## config.mk

```make
export PLATFORM = sky130hd
export DESIGN_NAME = quad_decoder
export DESIGN_NICKNAME = d
export VERILOG_FILES = /design/src/rtl/quad_pkg.sv /design/src/rtl/quad_glitch_filter.sv /design/src/rtl/quad_decoder.sv
export SDC_FILE = /design/constraint.sdc
export NUM_CORES = 1
export LEC_CHECK = 0
export CAP_MARGIN = 10
export CELL_PAD_IN_SITES_DETAIL_PLACEMENT = 2
export CELL_PAD_IN_SITES_GLOBAL_PLACEMENT = 2
export CORE_MARGIN = 3
export CORE_UTILIZATION = 40
export CTS_BUF_LIST = sky130_fd_sc_hd__clkbuf_4 sky130_fd_sc_hd__clkbuf_8 sky130_fd_sc_hd__clkbuf_16
export DETAILED_ROUTE_END_ITERATION = 16
export PLACE_DENSITY_LB_ADDON = 0.1
export SLEW_MARGIN = 0
export SYNTH_ARGS = -nofsm -noshare
export SYNTH_HDL_FRONTEND = slang
export SYNTH_SLANG_ARGS = --single-unit
```

## constraint.sdc

```tcl
create_clock -name clk -period 4.5 [get_ports clk]
set_input_delay 0.9 -clock clk [delete_from_list [all_inputs] [get_ports clk]]
set_output_delay 0.9 -clock clk [all_outputs]
set_load 0.02 [all_outputs]
```

## src/rtl/quad_pkg.sv

```systemverilog
// Shared encodings for the quadrature decoder and the up/down counter it drives.
package quad_pkg;

   localparam logic [1:0] CTRL_HOLD = 2'b00;
   localparam logic [1:0] CTRL_INC  = 2'b01;
   localparam logic [1:0] CTRL_DEC  = 2'b10;

   typedef enum logic {S_INIT, S_RUN} quad_state_t;

   // Forward Gray successor: 00 -> 01 -> 11 -> 10 -> 00.
   function automatic logic [1:0] gray_next(input logic [1:0] ph);
      logic [1:0] nx;
      case (ph)
         2'b00:   nx = 2'b01;
         2'b01:   nx = 2'b11;
         2'b11:   nx = 2'b10;
         default: nx = 2'b00;
      endcase
      return nx;
   endfunction

endpackage

```

## src/rtl/quad_glitch_filter.sv

```systemverilog
// One encoder channel: flop-chain synchroniser followed by a stability counter that only
// accepts a new level after it has been seen for FILT_CYC consecutive cycles.
module quad_glitch_filter #(
   parameter int unsigned SYNC_STAGES = 2,
   parameter int unsigned FILT_CYC    = 8
) (
   input  logic clk,
   input  logic rst,
   input  logic din,
   output logic dout,
   output logic settled
);

   localparam int unsigned CW = $clog2(FILT_CYC + 1);

   logic [SYNC_STAGES-1:0] sync_q;
   logic [CW-1:0]          cnt_q;
   logic                   filt_q;
   logic                   sync_bit;

   assign sync_bit = sync_q[SYNC_STAGES-1];
   assign dout     = filt_q;
   assign settled  = (sync_bit == filt_q);

   always_ff @(posedge clk or posedge rst) begin
      if (rst) begin
         sync_q <= '0;
         cnt_q  <= '0;
         filt_q <= 1'b0;
      end else begin
         sync_q <= {sync_q[SYNC_STAGES-2:0], din};
         if (cnt_q == CW'(FILT_CYC)) begin
            filt_q <= sync_bit;
            cnt_q  <= '0;
         end else if (sync_bit == filt_q) begin
            cnt_q <= '0;
         end else begin
            cnt_q <= cnt_q + CW'(1);
         end
      end
   end

endmodule

```

## src/rtl/quad_decoder.sv

```systemverilog
// Quadrature encoder front end: filtered A/B to one-cycle INC/DEC pulses plus error flag.
// Define QUAD_X1_EN to count once per full encoder cycle instead of on every edge.
module quad_decoder
   import quad_pkg::*;
#(
   parameter int unsigned SYNC_STAGES = 2,
   parameter int unsigned FILT_CYC    = 8
) (
   input  logic       clk,
   input  logic       rst,
   input  logic       enc_a,
   input  logic       enc_b,
   output logic [1:0] control,
   output logic       error,
   output logic [1:0] phase
);

   localparam int unsigned CW = $clog2(FILT_CYC + 1);

   logic        filt_a, filt_b;
   logic        settled_a, settled_b;
   logic [1:0]  nxt;
   logic [CW-1:0] init_cnt;
   quad_state_t state;

   quad_glitch_filter #(.SYNC_STAGES(SYNC_STAGES), .FILT_CYC(FILT_CYC)) u_filt_a (
      .clk     (clk),
      .rst     (rst),
      .din     (enc_a),
      .dout    (filt_a),
      .settled (settled_a)
   );

   quad_glitch_filter #(.SYNC_STAGES(SYNC_STAGES), .FILT_CYC(FILT_CYC)) u_filt_b (
      .clk     (clk),
      .rst     (rst),
      .din     (enc_b),
      .dout    (filt_b),
      .settled (settled_b)
   );

   assign nxt = {filt_a, filt_b};

   always_ff @(posedge clk or posedge rst) begin
      if (rst) begin
         state    <= S_INIT;
         phase    <= 2'b00;
         control  <= CTRL_HOLD;
         error    <= 1'b0;
         init_cnt <= '0;
      end else begin
         control <= CTRL_HOLD;
         error   <= 1'b0;
         case (state)
            S_INIT: begin
               // Load the starting phase silently once both channels have settled.
               if (settled_a && settled_b) begin
                  if (init_cnt == CW'(FILT_CYC - 1)) begin
                     phase    <= nxt;
                     state    <= S_RUN;
                     init_cnt <= '0;
                  end else begin
                     init_cnt <= init_cnt + CW'(1);
                  end
               end else begin
                  init_cnt <= '0;
               end
            end
            S_RUN: begin
               phase <= nxt;
               if (nxt == gray_next(phase)) begin
`ifdef QUAD_X1_EN
                  if (phase == 2'b10) control <= CTRL_INC;
`else
                  control <= CTRL_INC;
`endif
               end else if (gray_next(nxt) == phase) begin
`ifdef QUAD_X1_EN
                  if (phase == 2'b00) control <= CTRL_DEC;
`else
                  control <= CTRL_DEC;
`endif
               end else if (nxt != phase) begin
                  // Double-bit jump: flag it and resync to the new phase.
                  error <= 1'b1;
               end
            end
            default: state <= S_INIT;
         endcase
      end
   end

endmodule

```

Word-level counts from Yosys, hierarchy flattened
Index checks and enable logic that the tools add are counted.
{"block": "op_classes", "eq_ne": 14, "add_sub_neg": 3, "muxes": 24, "n_reduce_logical": 4, "bitwise": 1}
{"operator": "two-way mux 4 bit", "count": 6}
{"operator": "two-way mux 2 bit", "count": 8}
{"operator": "adder 4 x 1 -> 4 bit (second input constant)", "count": 3}
{"operator": "case mux 2 bit (3 select lines)", "count": 2}
{"operator": "== test 4 bit (second input constant)", "count": 2}
{"operator": "two-way mux 1 bit", "count": 7}
{"operator": "== test 2 x 1 -> 1 bit (second input constant)", "count": 2}
{"operator": "== test 2 bit", "count": 2}
{"operator": "== test 2 bit (second input constant)", "count": 2}
{"operator": "== test 4 x 3 -> 1 bit (second input constant)", "count": 1}
{"operator": "logical NOT 2 bit", "count": 2}
{"operator": "!= test 2 bit (second input constant)", "count": 2}
{"operator": "case mux 2 bit (2 select lines)", "count": 1}
{"operator": "== test 1 bit", "count": 2}
{"operator": "!= test 2 bit", "count": 1}
{"operator": "AND reduction 2 bit", "count": 1}
{"operator": "logical AND 1 bit", "count": 1}
{"operator": "NOT 1 bit", "count": 1}
{"block": "totals", "word_cells": 57, "output_inout_bits": 5, "input_bits": 4, "reg_bits": 24}

Logic depth before layout (Yosys ltp)
{"block": "depth", "word_depth": 10, "ltp_mapped": 5, "ltp_nobuf": 5}

Hierarchy
From an unflattened synthesis, not the netlist that was laid out.
{"block": "hier_totals", "cells_unflattened": 87, "hier_area_um2": 1092.3}
{"mod": "quad_glitch_filter", "area_each_um2": 304.0, "seq_area_each_um2": 175.2, "instances": 2, "cells_per_inst": 24}
{"mod": "quad_decoder", "area_each_um2": 484.2, "seq_area_each_um2": 250.2, "instances": 1, "cells_per_inst": 39}

Worst setup path before layout
OpenSTA, ideal clock, no wires.
{"block": "synth_timing", "path_kind": "register to register", "start": "reg init_cnt[0]", "end": "reg init_cnt[3]", "path_slack_ns": 3.080, "path_buffers": 0, "setup_ns": 0.110, "path_stages_with_launch": 5, "t_arrival_ns": 1.309, "synth_period_minus_slack_ns": 1.420, "required_time_ns": 4.390, "path_cell_list": "dfrtp_1 -> ha_1 -> and3b_1 -> or2_1 -> o41ai_1"}
{"block": "synth_between", "elab_chain_cells": 3, "word_cells_on_any_way": 4, "cone_classes": "add/sub (1); eq/ne (1); mux (2)"}
{"item": "start, declared", "line_no": "quad_decoder.sv:23", "text": "logic [CW-1:0] init_cnt;"}
{"item": "start signal, assigned", "line_no": "quad_decoder.sv:63", "text": "init_cnt <= init_cnt + CW'(1);"}
{"item": "adder 4 x 1 -> 4 bit or == test 4 x 3 -> 1 bit (tied branches)", "line_no": "quad_decoder.sv:63, quad_decoder.sv:58"}
{"item": "two-way mux 4 bit (*)", "line_no": "quad_decoder.sv:58", "text": "if (init_cnt == CW'(FILT_CYC - 1)) begin"}
{"item": "two-way mux 4 bit (*)", "line_no": "quad_decoder.sv:57", "text": "if (settled_a && settled_b) begin"}
Mark *: on every way between the ends. The rest lies on a longest branch, timed or not.
A chain may end at the register's enable or synchronous reset.

Worst setup path in the final report
{"block": "layout_timing", "start": "reg phase[0]", "end": "out phase[0]"}
{"item": "start, declared", "line_no": "quad_decoder.sv:15", "text": "output logic [1:0] phase"}
{"item": "start signal, assigned", "line_no": "quad_decoder.sv:59", "text": "phase <= nxt;"}
{"item": "start signal, assigned", "line_no": "quad_decoder.sv:70", "text": "phase <= nxt;"}
No word-level cell between the ends.

==> impl_metrics.yaml <==
cts:
  cts.htree.levels: 1
  cts_tree: "done"
  cts_buffers: 3
  cts.sinks: 24
  clkSlewWorstSetupHoldPaths_ns: 0.13
  cts_resized: 0
  cts_buffer_depth: 2
  holdBufCountCts: 0
  clock_latency_ns: 0.31
  cts_root_buf: "clkbuf_4"
  cts_setup_buffers: 0
layout:
  diodes: 0
  fin_nets: 108
  layout-drive-gt1-share: 0.1020
  final_area_um2: 1217
  syn_to_final_growth_pct: 15.56
placed_design:
  dp_hpwl_um: 1548
  io_buffers: 8
  place_ws_ns: 2.507
  routabilityCongestion: 0.6345
  place_area_um2: 1165
logic_synthesis:
  syn_area_um2: 1054
  ys_types: 26
  synth-edff-count: 0
  synthSimpleGateAreaFrac: 0.1496
  postSynthAreaPerCell_um2: 12.11
  synth_ff_type: "dfrtp_1"
  yosysSeqAreaShare: 0.5701
  synth_seq_cells: 24
  synth_top_family_by_area: "simple AND/OR/NAND/NOR gates"
  ys_warn_count: 0
  syn-num-nets: 96
  syn_inst: 87
  synthDominantCellAreaShare: 0.5701
  synth_xor_area_frac: 0.09739
  yosys-top-cells-area: "dfrtp_1 57%, ha_1 5.9%, xor2_1 4.2%, nor2_1 3.2%, mux2_2 3.2%"
  synth_common_cells: "24 x dfrtp_1, 9 x nor2_1, 8 x inv_1"
  yosysMostFrequentCell: "dfrtp_1"
  synth_fa_ha_area_frac: 0.05938
  muxShareOfSynthArea: 0.04276
  synth_compound_area_frac: 0.04869
  async_reset_ff_frac: 1.000
  synth_top_area_cell: "dfrtp_1"
setup_path:
  critical_path_class: "register to primary output"
  crit_chain: "clkdlybuf4s50_1"
  critPathMaxStageDelay_ns: 0.64
  cp_data_required_time_ns: 3.60
  crit_family: "buffers and inverters"
  crit_path_top_delay_cell: "clkdlybuf4s50_1"
  crit_arrival_ns: 1.40
  reg2reg_slack_ns: 2.88
  cp-end-kind: "primary output"
  cp_max_fo: 4
  cp-start-kind: "register"
  cp_num_buf_inv: 1
global_routing:
  antenna_found_initial: 0
  track_usage: 0.1480
  grt_pass1_wl_um: 3470
  grt_pass1_vias: 702
  grt_max_degree: 25
  grt-ovfl-total: 0
sta:
  rsz0062_at_grt: "no"
  hold_viol_final: 0
  finClkSkew_ns: 0.004956
  max_freq_ghz: 0.4343
  setup_ws_ns: 2.197
  min_period_ns: 2.303
  finalMaxSlewViolations: 0
  slew_headroom: 0.4222
  tightestPinTransition_ns: 0.8658
  setup_tns_ns: 0
  setup_viol: 0
  post-route-period-util: 0.5117
route:
  ant_nets: 0
  wl_per_cell_um: 16.79
  drtPass1Iterations: 4
  drt_iter0_drc: 6
  via_count: 655
  vias_per_cell: 5.198
  finalWirelength_um: 2116
  drc: 0
power:
  leakagePower_nw: 0.6027
  vdd_ir_drop_max_uv: 229.5
  power-per-cell-area_nw_per_um2: 440.7
status:
  outcome: "finished clean"
floorplanning:
  start_util: 0.4462
  die_w_um: 57.32
  die_h_um: 57.32
  core-area_um2: 2361
  dieArea_um2: 3286
  io_pins: 9
  row_count: 17
hold_path:
  hold_class: "register to register"
flow_run:
  drv_cap: 0
-- per-stage QoR --
step | cells | util | hold WS, ns | power [mW]
after global placement | 122 | 0.4934 | 0.3324 | 0.3685
final | 126 | 0.5156 | 0.3792 | 0.5366
after floorplan | 87 | - | 0.3312 | 0.3469
after global routing | 126 | 0.5156 | 0.3960 | 0.5738
after CTS | 126 | 0.5156 | 0.3791 | 0.5452
after detailed placement | 122 | 0.4934 | 0.3449 | 0.3870
-- layout by cell type (no fill, tap or decap) --
cell              n
nor2_1            9
nor3b_1           1
nand2b_1          2
or2_1             1
nand2_1           4
mux2_2            3
and3b_1           1
bufinv_16         1
o21ai_0           1
inv_1             8
and2_1            1
xnor2_1           3
dfrtp_1          24
nand4b_1          1
ha_1              5
xor2_1            5
a31oi_4           1
nand4_1           1
xnor2_2           2
and3_1            2
clkbuf_4          3
o41ai_1           1
mux2_1            1
nand3_1           5
a41oi_1           1
o31ai_1           1
nand3b_1          2
clkdlybuf4s50_1   8
-- final timing paths --
check                                   start  cells past startpoint                 end
max in group asynchronous                 rst                      2  u_filt_a.sync_q[1]
max                                  phase[0]                      1            phase[0]
min                        u_filt_b.sync_q[0]                      0  u_filt_b.sync_q[1]
min reg2reg                u_filt_b.sync_q[0]                      0  u_filt_b.sync_q[1]
max reg2reg                       init_cnt[0]                      4         init_cnt[3]
min in group asynchronous                 rst                      2  u_filt_b.sync_q[0]
-- report_power, final --
part / internal, mW / total [mW] / leakage, nW / switching, mW
Combinational: 0.0444 / 0.103 / 0.255 / 0.0591
Sequential: 0.244 / 0.278 / 0.320 / 0.0342
Clock: 0.0900 / 0.155 / 0.0279 / 0.0649
-- state kept, by name, summed over array words and instances (netlist names) --
signal / count
phase: 2
state: 1
u_filt_a.cnt_q: 4
control: 2
error: 1
u_filt_b.dout: 1
u_filt_b.cnt_q: 4
u_filt_a.dout: 1
init_cnt: 4
u_filt_b.sync_q: 2
u_filt_a.sync_q: 2
-- cell type report --
cell class	instances	area, um^2
inverters	8	30.03
fillers	240	1144
multi-input cells	54	419.2
clock inverters	1	30.03
flip-flops and latches	24	600.6
well taps	28	35.03
clock buffers	3	22.52
repair buffers	8	80.08
-- cell families (layout without fill, tap and decap cells) --
family	count (synthesis)	after routing
muxes	4	4
and+or+nand+nor	30	30
DFF	24	24
adders and majority gates	5	5
xor gates and xnor gates	10	10
buffers and inverters	9	20
AOI/OAI and AO/OA	5	5
-- routing by layer --
layer / share of wire / track usage / vias to the layer above
met3: 0.018 / 0.02036 / 2
met1: 0.46 / 0.1784 / 331
met2: 0.51 / 0.2594 / 9
met5: 0 / 0 / -
li1: - / - / 313
met4: 0.012 / 0.06954 / 0
(Power assumes the default switching activity.)
